--- src/rtl/pipelined_cache_ctrl.sv ---
// Sequencing controller for a two-stage pipelined 2-way cache: hit service, dirty-victim
// writeback, line allocate and re-lookup, plus saturating hit/miss/writeback counters.
module pipelined_cache_ctrl #(
   parameter int unsigned CNT_WIDTH = 32
) (
   input  logic                 clk,
   input  logic                 rst,
   input  logic                 req_valid_s2,
   input  logic                 req_write_s2,
   input  logic                 hit_s2,
   input  logic                 hit_way_s2,
   input  logic                 lru_s2,
   input  logic                 dirty_s2,
   input  logic                 pmem_resp,
   input  logic                 clear_counters,
   output logic                 pipe_load,
   output logic                 relookup,
   output logic                 cpu_resp,
   output logic                 cpu_stall,
   output logic                 pmem_read,
   output logic                 pmem_write,
   output logic                 pmem_addr_sel,
   output logic                 data_we,
   output logic                 data_sel,
   output logic                 way_sel,
   output logic                 tag_we,
   output logic                 dirty_we,
   output logic                 dirty_val,
   output logic                 lru_we,
   output logic                 lru_val,
   output logic [CNT_WIDTH-1:0] hit_count,
   output logic [CNT_WIDTH-1:0] miss_count,
   output logic [CNT_WIDTH-1:0] wb_count
);

   typedef enum logic [1:0] {
      RUN,
      WRITEBACK,
      ALLOCATE,
      REFILL
   } state_t;

   state_t state;
   state_t state_next;

   logic hit_ev;
   logic miss_ev;
   logic wb_ev;

   localparam logic [CNT_WIDTH-1:0] CNT_ONE = {{(CNT_WIDTH-1){1'b0}}, 1'b1};

   always_comb begin
      state_next    = state;
      pipe_load     = 1'b0;
      relookup      = 1'b0;
      cpu_resp      = 1'b0;
      cpu_stall     = 1'b0;
      pmem_read     = 1'b0;
      pmem_write    = 1'b0;
      pmem_addr_sel = 1'b0;
      data_we       = 1'b0;
      data_sel      = 1'b0;
      way_sel       = 1'b0;
      tag_we        = 1'b0;
      dirty_we      = 1'b0;
      dirty_val     = 1'b0;
      lru_we        = 1'b0;
      lru_val       = 1'b0;
      hit_ev        = 1'b0;
      miss_ev       = 1'b0;
      wb_ev         = 1'b0;

      unique case (state)
         RUN: begin
            if (!req_valid_s2) begin
               pipe_load = 1'b1;
            end else if (hit_s2) begin
               cpu_resp  = 1'b1;
               pipe_load = 1'b1;
               lru_we    = 1'b1;
               lru_val   = ~hit_way_s2;
               way_sel   = hit_way_s2;
               hit_ev    = 1'b1;
               if (req_write_s2) begin
                  data_we   = 1'b1;
                  dirty_we  = 1'b1;
                  dirty_val = 1'b1;
               end
            end else begin
               cpu_stall  = 1'b1;
               miss_ev    = 1'b1;
               state_next = dirty_s2 ? WRITEBACK : ALLOCATE;
            end
         end

         WRITEBACK: begin
            cpu_stall     = 1'b1;
            pmem_write    = 1'b1;
            pmem_addr_sel = 1'b1;
            way_sel       = lru_s2;
            if (pmem_resp) begin
               wb_ev      = 1'b1;
               state_next = ALLOCATE;
            end
         end

         ALLOCATE: begin
            cpu_stall = 1'b1;
            pmem_read = 1'b1;
            // Fill is written in the same cycle the line arrives; no buffering register.
            if (pmem_resp) begin
               data_we    = 1'b1;
               data_sel   = 1'b1;
               way_sel    = lru_s2;
               tag_we     = 1'b1;
               dirty_we   = 1'b1;
               dirty_val  = 1'b0;
               state_next = REFILL;
            end
         end

         REFILL: begin
            cpu_stall  = 1'b1;
            relookup   = 1'b1;
            state_next = RUN;
         end

         default: state_next = RUN;
      endcase
   end

   always_ff @(posedge clk) begin
      if (rst) begin
         state <= RUN;
      end else begin
         state <= state_next;
      end
   end

   // Counters saturate at all-ones; clear takes priority over a same-cycle event.
   always_ff @(posedge clk) begin
      if (rst || clear_counters) begin
         hit_count  <= '0;
         miss_count <= '0;
         wb_count   <= '0;
      end else begin
         if (hit_ev && hit_count != '1) begin
            hit_count <= hit_count + CNT_ONE;
         end
         if (miss_ev && miss_count != '1) begin
            miss_count <= miss_count + CNT_ONE;
         end
         if (wb_ev && wb_count != '1) begin
            wb_count <= wb_count + CNT_ONE;
         end
      end
   end

endmodule
--- config.mk ---
export PLATFORM = sky130hd
export DESIGN_NAME = pipelined_cache_ctrl
export DESIGN_NICKNAME = d
export VERILOG_FILES = /design/src/rtl/pipelined_cache_ctrl.sv
export SDC_FILE = /design/constraint.sdc
export NUM_CORES = 1
export LEC_CHECK = 0
export ABC_AREA = 0
export CAP_MARGIN = 20
export CORE_MARGIN = 1
export CORE_UTILIZATION = 54
export DETAILED_ROUTE_END_ITERATION = 12
export PLACE_DENSITY = 0.86
export RECOVER_POWER = 25
export SYNTH_ARGS = -nofsm -noshare
export SYNTH_HDL_FRONTEND = slang
export SYNTH_SLANG_ARGS = --single-unit
--- constraint.sdc ---
create_clock -name clk -period 6.8 [get_ports clk]
set_clock_uncertainty 0.2 [all_clocks]
set_input_delay 1.36 -clock clk [delete_from_list [all_inputs] [get_ports clk]]
set_output_delay 1.36 -clock clk [all_outputs]
set_load 0.01 [all_outputs]
==> metrics.md, run 1 <==
| Metric | Value |
|---|---|
| Post-DR wirelength/cell | 15.4 µm |
| Clk buf depth | 2 |
| Drt first-iter violations | 290 |
| Post-route cell area | 0.00636 mm² |
| Least-Margin Pin Slew | 1930 ps |
| Post-synth top area share | 39.7% |
| Crit Path Class | in2out |
| Achievable clock frequency | 201 MHz |
| Final cell count without fillers | 804 |
| Synth-to-Final Area Change | 28.5% |
| Worst rel slew slack | -28.7% |
| Hold slack | 311 ps |
| Total Neg Setup Slack | 0 ps |
| Die Ht | 97.7 µm |
| I/O Pins | 121 |
| Core Footprint | 0.00881 mm² |
| Total of max-cap violations | 1 |
| Yosys top cell by area | dfxtp_1 |
| Worst Path Required | 5240 ps |
| Synth Flop Type | dfxtp_1 |
| Largest net degree at the start of global routing | 65 |
| FILL cells | 685 |
| Vias | 4,751 |
| Worst setup EP type | primary output |
| Synth warn | 0 |
| Number of setup buffers added after CTS | 0 |
| Async S/R FF share, synth | 0% |
| Nets | 709 |
| Placer congestion estimate | 0.892 |
| Synth Register Bits | 98 |
| Cells after synthesis | 584 |
| # H-tree levels | 3 |
| Placed cell count | 788 |
| Residual DRC | 16 |
| Clock root buffer | clkbuf_8 |
| Final min period | 4970 ps |
| Detailed Place HPWL | 8.73 mm |
| CP Launch Type | input port |
| Port bufs | 120 |
| Worst hold-check path type | reg2reg |
| Synthesized area | 0.00495 mm² |
| Max-slew violation count | 47 |
| Post_cts resized | 0 |
| Die area | 0.00955 mm² |
| Avg Cell Area, Syn | 8.47 µm² |
| Synth area leaders | dfxtp_1 40%, xor2_1 8.7%, nor2_1 6.5% |
| Total global routing overflow | 0 |
| Final Hold Fails | 0 |
| Post-place instance area | 0.00616 mm² |
| Final setup fails | 0 |
| GRT Resource Usage Total | 26.3% |
| Vias in the first global route | 4,425 |
| Antenna Cells | 0 |
| Initial antenna violation count | 0 |
| Rows | 34 |
| LEAKAGE | 2.13 nW |
| Starting Density | 56.2% |
| Num CTS Buffers | 9 |
| Arr. time, crit path | 3410 ps |
| Seq/Total Area, Yosys | 39.7% |
| Post-synth EDFFs | 0 |
| Remaining antenna violation count | 0 |
| Status | complete, but fails checks |
| TritonCTS clock tree | yes |
| Drt pass-1 iters | 10 |
| Die width | 97.7 µm |
| RSZ-0062 raised after global routing | no |
| Vias per cell | 5.91 |
| Clock-pin slew on the worst setup and hold paths | 100 ps |
| Clock Latency Late Sink | 360 ps |
| Synthesized net count | 601 |
| Routed wire length | 12.4 mm |
| Post-route clock period utilization | 73.2% |
| Worst-path fanout max | 15 |
| Layout cell share with drive strength beyond 1 | 4.89% |
| Post-synthesis cell type count | 47 |
| Failing checks | DRC, capacitance limit, slew limit |
| Max IR drop VDD | 186 µV |
| # hold bufs at CTS | 0 |
| First-pass GRT wire length | 20.8 mm |
| Power per cell area | 188 mW/mm² |
| # clock sinks | 98 |
sequential cells by signal, indices dropped and copies added, names as in the netlist:
signal,cells
state,2
wb_count,32
miss_count,32
hit_count,32
path summary, 6_finish.rpt:
check | from | end | slack [ps] | cells after the start
hold reg to reg | hit_count[1]$_SDFFE_PP0P_ | hit_count[1]$_SDFFE_PP0P_ | 310 | 2
hold / removal | hit_count[1]$_SDFFE_PP0P_ | hit_count[1]$_SDFFE_PP0P_ | 310 | 2
setup / recovery | req_valid_s2 | data_we | 1830 | 6
setup reg to reg | miss_count[0]$_SDFFE_PP0P_ | miss_count[20]$_SDFFE_PP0P_ | 3950 | 7
per-stage QoR:
| stage | total power [mW] | utilization (%) | worst slack [ps] |
|---|---|---|---|
| final | 1.19 | 72.2 | 1830 |
| after detailed placement | 0.786 | 70.0 | 1960 |
| after global placement | 0.780 | 70.0 | 2010 |
| after floorplan | 0.712 | - | 3010 |
| after global routing | 1.24 | 72.2 | 1720 |
| after CTS | 1.20 | 72.5 | 1960 |
power by group:
part	total [mW]	internal [mW]	switching, mW	leakage, nW
clock network	0.423	0.218	0.205	0.109
registers	0.587	0.580	0.00675	0.789
logic	0.183	0.0836	0.0995	1.23
total	1.19	0.882	0.312	2.13
critical path, stage by stage:
cell and delay, ps:
dlygate4sd3_1 570, nand3_1 190, inv_1 260, and2_1 250, or2_2 280, clkdlybuf4s50_1 490
metal layers:
metal  GRT usage (%)  vias to the layer above  share of wire, %
met2            44.0                      161                48
met3            4.60                       20               5.7
met1            34.1                     2269                45
li1                -                     2301                 -
met5               0                        -                 0
met4            9.79                        0               1.7
layout by cell type (no fill, tap or decap), types with 3 or more instances in the layout:
cell / instances
o31ai_1: 3
or2_2: 3
nor2_1: 86
clkbuf_8: 10
clkdlybuf4s50_1: 94
or4_1: 7
a31oi_1: 3
o21ai_1: 10
nor3_1: 9
and4_1: 13
o21ai_0: 11
dfxtp_1: 98
nor4_2: 3
xor2_1: 49
a21oi_1: 20
ha_1: 7
dlygate4sd3_1: 26
nor4_1: 9
nor3_2: 3
nand3_1: 36
xnor2_1: 21
nand4_1: 41
a211oi_1: 5
and3_1: 18
nand4_2: 3
and2_1: 11
or3_1: 16
o211ai_1: 4
nand2_1: 39
inv_1: 12
synth_stat cells (2+ instances only):
cell      number
nor2_1        86
o31ai_1        3
a211oi_1       4
buf_4          4
o21ai_1       10
clkbuf_1      15
or4_1          7
or3_4          2
nand4_1       41
o21ai_0       11
or3_1         16
inv_1         12
nor4_2         3
dfxtp_1       98
or2_2          4
nand3_2        2
xor2_1        49
nor3_1         9
and2_1        12
buf_2          4
ha_1           7
nor3_2         3
nand4b_1       2
a21oi_1       20
xnor2_1       21
o211ai_1       4
nand4_2        3
and4_1        13
and3_1        18
a31oi_1        3
buf_6          2
nand2_1       39
nor4_1         9
nand3_1       35
area by class of cell:
type	instances	area (µm²)	area share, %
well taps	108	135	2.13
multi-input cells	449	2780	43.8
repair buffers	122	1210	19.0
inverters	12	45.0	0.709
clock buffers	10	138	2.16
flip-flops and latches	98	1960	30.9
clock inverters	5	85.1	1.34
logic make-up (layout without fill, tap and decap cells):
family | Yosys count | in the layout | share of synthesized area [%]
AND/OR/NAND/NOR | 312 | 312 | 34.8
XOR/XNOR | 70 | 70 | 12.4
multiplexers | 1 | 1 | 0.202
AO/OA/AOI/OAI | 59 | 59 | 7.61
flip-flops | 98 | 98 | 39.7
buffers and inverters | 37 | 149 | 3.52
adder cells (fa/ha/maj) | 7 | 7 | 1.77
No activity file was read; power rests on OpenSTA's default activity.
==> inputs of run 2 (changes only) <==
Settings changed: CORE_UTILIZATION 54 to 50, PLACE_DENSITY 0.86 to 0.81.
Clock period 6.8 ns to 4.8 ns, I/O delays scaled along.
==> metrics.md, run 2 (same netlist as run 1, synthesis figures left out) <==
| Metric | Value |
|---|---|
| Die Ht | 101 µm (was 97.7 µm) |
| Vias in the first global route | 4,325 (was 4,425) |
| Post-route cell area | 0.00638 mm² (was 0.00636 mm²) |
| Vias per cell | 5.67 (was 5.91) |
| Most frequent cells in the layout | 98 x dfxtp_1, 87 x clkdlybuf4s50_1, 86 x nor2_1 (was 98 x dfxtp_1, 94 x clkdlybuf4s50_1, 86 x nor2_1) |
| Arr. time, crit path | 2710 ps (was 3410 ps) |
| Total Neg Setup Slack | 0 ps (unchanged) |
| Port bufs | 120 (unchanged) |
| Antenna Cells | 0 (unchanged) |
| Max IR drop VDD | 264 µV (was 186 µV) |
| Clock root buffer | clkbuf_8 (unchanged) |
| Die width | 101 µm (was 97.7 µm) |
| Achievable clock frequency | 258 MHz |
| Worst hold-check path type | reg2reg (unchanged) |
| Drt pass-1 iters | 5 (was 10) |
| Total global routing overflow | 0 (unchanged) |
| Final min period | 3870 ps |
| Die area | 0.0103 mm² (was 0.00955 mm²) |
| Placer congestion estimate | 0.889 (was 0.892) |
| Worst-path fanout max | 5 (was 15) |
| Least-Margin Pin Slew | 813 ps (was 1930 ps) |
| Final Hold Fails | 0 (unchanged) |
| Clk buf depth | 2 (unchanged) |
| Layout cell share with drive strength beyond 1 | 5.29% (was 4.89%) |
| Post_cts resized | 0 (unchanged) |
| Drt first-iter violations | 178 (was 290) |
| Rows | 35 (was 34) |
| Cell-internal power | 1.15 mW (was 0.882 mW) |
| Power per cell area | 247 mW/mm² (was 188 mW/mm²) |
| # hold bufs at CTS | 0 (unchanged) |
| GRT Resource Usage Total | 24.4% (was 26.3%) |
| Largest registers | hit_count: 32 flops, miss_count: 32 flops, wb_count: 32 flops (unchanged) |
| Largest net degree at the start of global routing | 60 (was 65) |
| I/O Pins | 121 (unchanged) |
| Total of max-cap violations | 0 (was 1) |
| Num CTS Buffers | 9 (unchanged) |
| Worst setup EP type | primary output (unchanged) |
| Nets | 711 (was 709) |
| Clock power frac | 30.4% (was 35.5%) |
| # clock sinks | 98 (unchanged) |
| Worst rel slew slack | 45.5% (was -28.7%) |
| Worst Reg-to-Reg Cells | 7 (unchanged) |
| First-pass GRT wire length | 20.0 mm (was 20.8 mm) |
| Post-route clock period utilization | 80.7% |
| Worst Path Required | 3640 ps (was 5240 ps) |
| Flop pwr share | 52.7% (was 49.2%) |
| Synth-to-Final Area Change | 28.9% (was 28.5%) |
| Post-DR wirelength/cell | 14.9 µm (was 15.4 µm) |
| Starting Density | 52.5% (was 56.2%) |
| P_sw | 0.424 mW (was 0.312 mW) |
| CP Launch Type | input port (unchanged) |
| Initial antenna violation count | 0 (unchanged) |
| TritonCTS clock tree | yes (unchanged) |
| RSZ-0062 raised after global routing | no (unchanged) |
| Clock Latency Late Sink | 350 ps (was 360 ps) |
| Routed wire length | 12.4 mm (about the same) |
| Remaining antenna violation count | 0 (unchanged) |
| Core Footprint | 0.00942 mm² (was 0.00881 mm²) |
| Final setup fails | 0 (unchanged) |
| Hold slack | 306 ps (was 311 ps) |
| Combinational power share | 16.9% (was 15.3%) |
| Residual DRC | 0 (was 16) |
| Switch share | 26.9% (was 26.1%) |
| # H-tree levels | 3 (unchanged) |
| Post-place instance area | 0.00620 mm² (was 0.00616 mm²) |
| Hold Path Cell Cnt | 2 (unchanged) |
| Crit Path Class | in2out (unchanged) |
| Number of setup buffers added after CTS | 0 (unchanged) |
| Clock-pin slew on the worst setup and hold paths | 100 ps (about the same) |
| LEAKAGE | 2.16 nW (was 2.13 nW) |
| Commonest non-fill, non-tap cell in the layout | dfxtp_1 (unchanged) |
| Detailed Place HPWL | 9.04 mm (was 8.73 mm) |
| Max-slew violation count | 0 (was 47) |
| Vias | 4,697 (was 4,751) |
| Status | finished clean (was complete, but fails checks) |
## run 2: changes by cell type in the layout (fill, tap and decap cells not counted), moves of 2 or more
cell,before,now
buf_4,0,3
bufinv_16,2,0
clkdlybuf4s50_1,94,87
clkinv_4,0,2
dlygate4sd3_1,26,33
inv_6,2,0
## run 2: worst paths after layout
check / startpoint / end / slack (ps)
setup / recovery: req_valid_s2 / dirty_we / 930
hold / removal: hit_count[1]$_SDFFE_PP0P_ / hit_count[1]$_SDFFE_PP0P_ / 310
setup reg to reg: miss_count[0]$_SDFFE_PP0P_ / miss_count[18]$_SDFFE_PP0P_ / 1890
hold reg to reg: hit_count[1]$_SDFFE_PP0P_ / hit_count[1]$_SDFFE_PP0P_ / 310
## run 2: critical path: stages
cell and delay, ps:
dlygate4sd3_1 590, nand3_2 130, inv_1 90, and2_1 170, or2_2 280, clkdlybuf4s50_1 480
## run 2: layout make-up
type,count,area (µm²)
fillers,771,3040
inverters,12,45.0
clock buffers,13,149
multi-input cells,449,2780
well taps,129,161
flip-flops and latches,98,1960
clock inverters,3,25.0
repair buffers,124,1250
## run 2: metrics by stage
stage	utilization, %	total power [mW]	instances	setup slack [ps]
floorplan	-	1.01	584	1810
global placement	65.9	1.11	811	1030
detailed placement	65.9	1.11	811	1010
CTS	67.7	1.59	827	1010
global route	67.7	1.64	828	862
finish	67.7	1.58	828	926
## run 2: power by group through the flow
stage	Clock, mW	Sequential (mW)	Combinational, mW
detailed placement	0	0.851	0.264
global route	0.524	0.833	0.288
floorplan	0	0.849	0.159
finish	0.478	0.831	0.266
CTS	0.495	0.832	0.268
global placement	0	0.850	0.260
## run 2: routing by layer
metal	vias to the layer above	track usage, %	routed length, µm
met1	2238	30.9	5620
met4	0	7.69	104
li1	2295	-	-
met3	11	5.24	687
met5	-	0	0
met2	153	41.4	5950
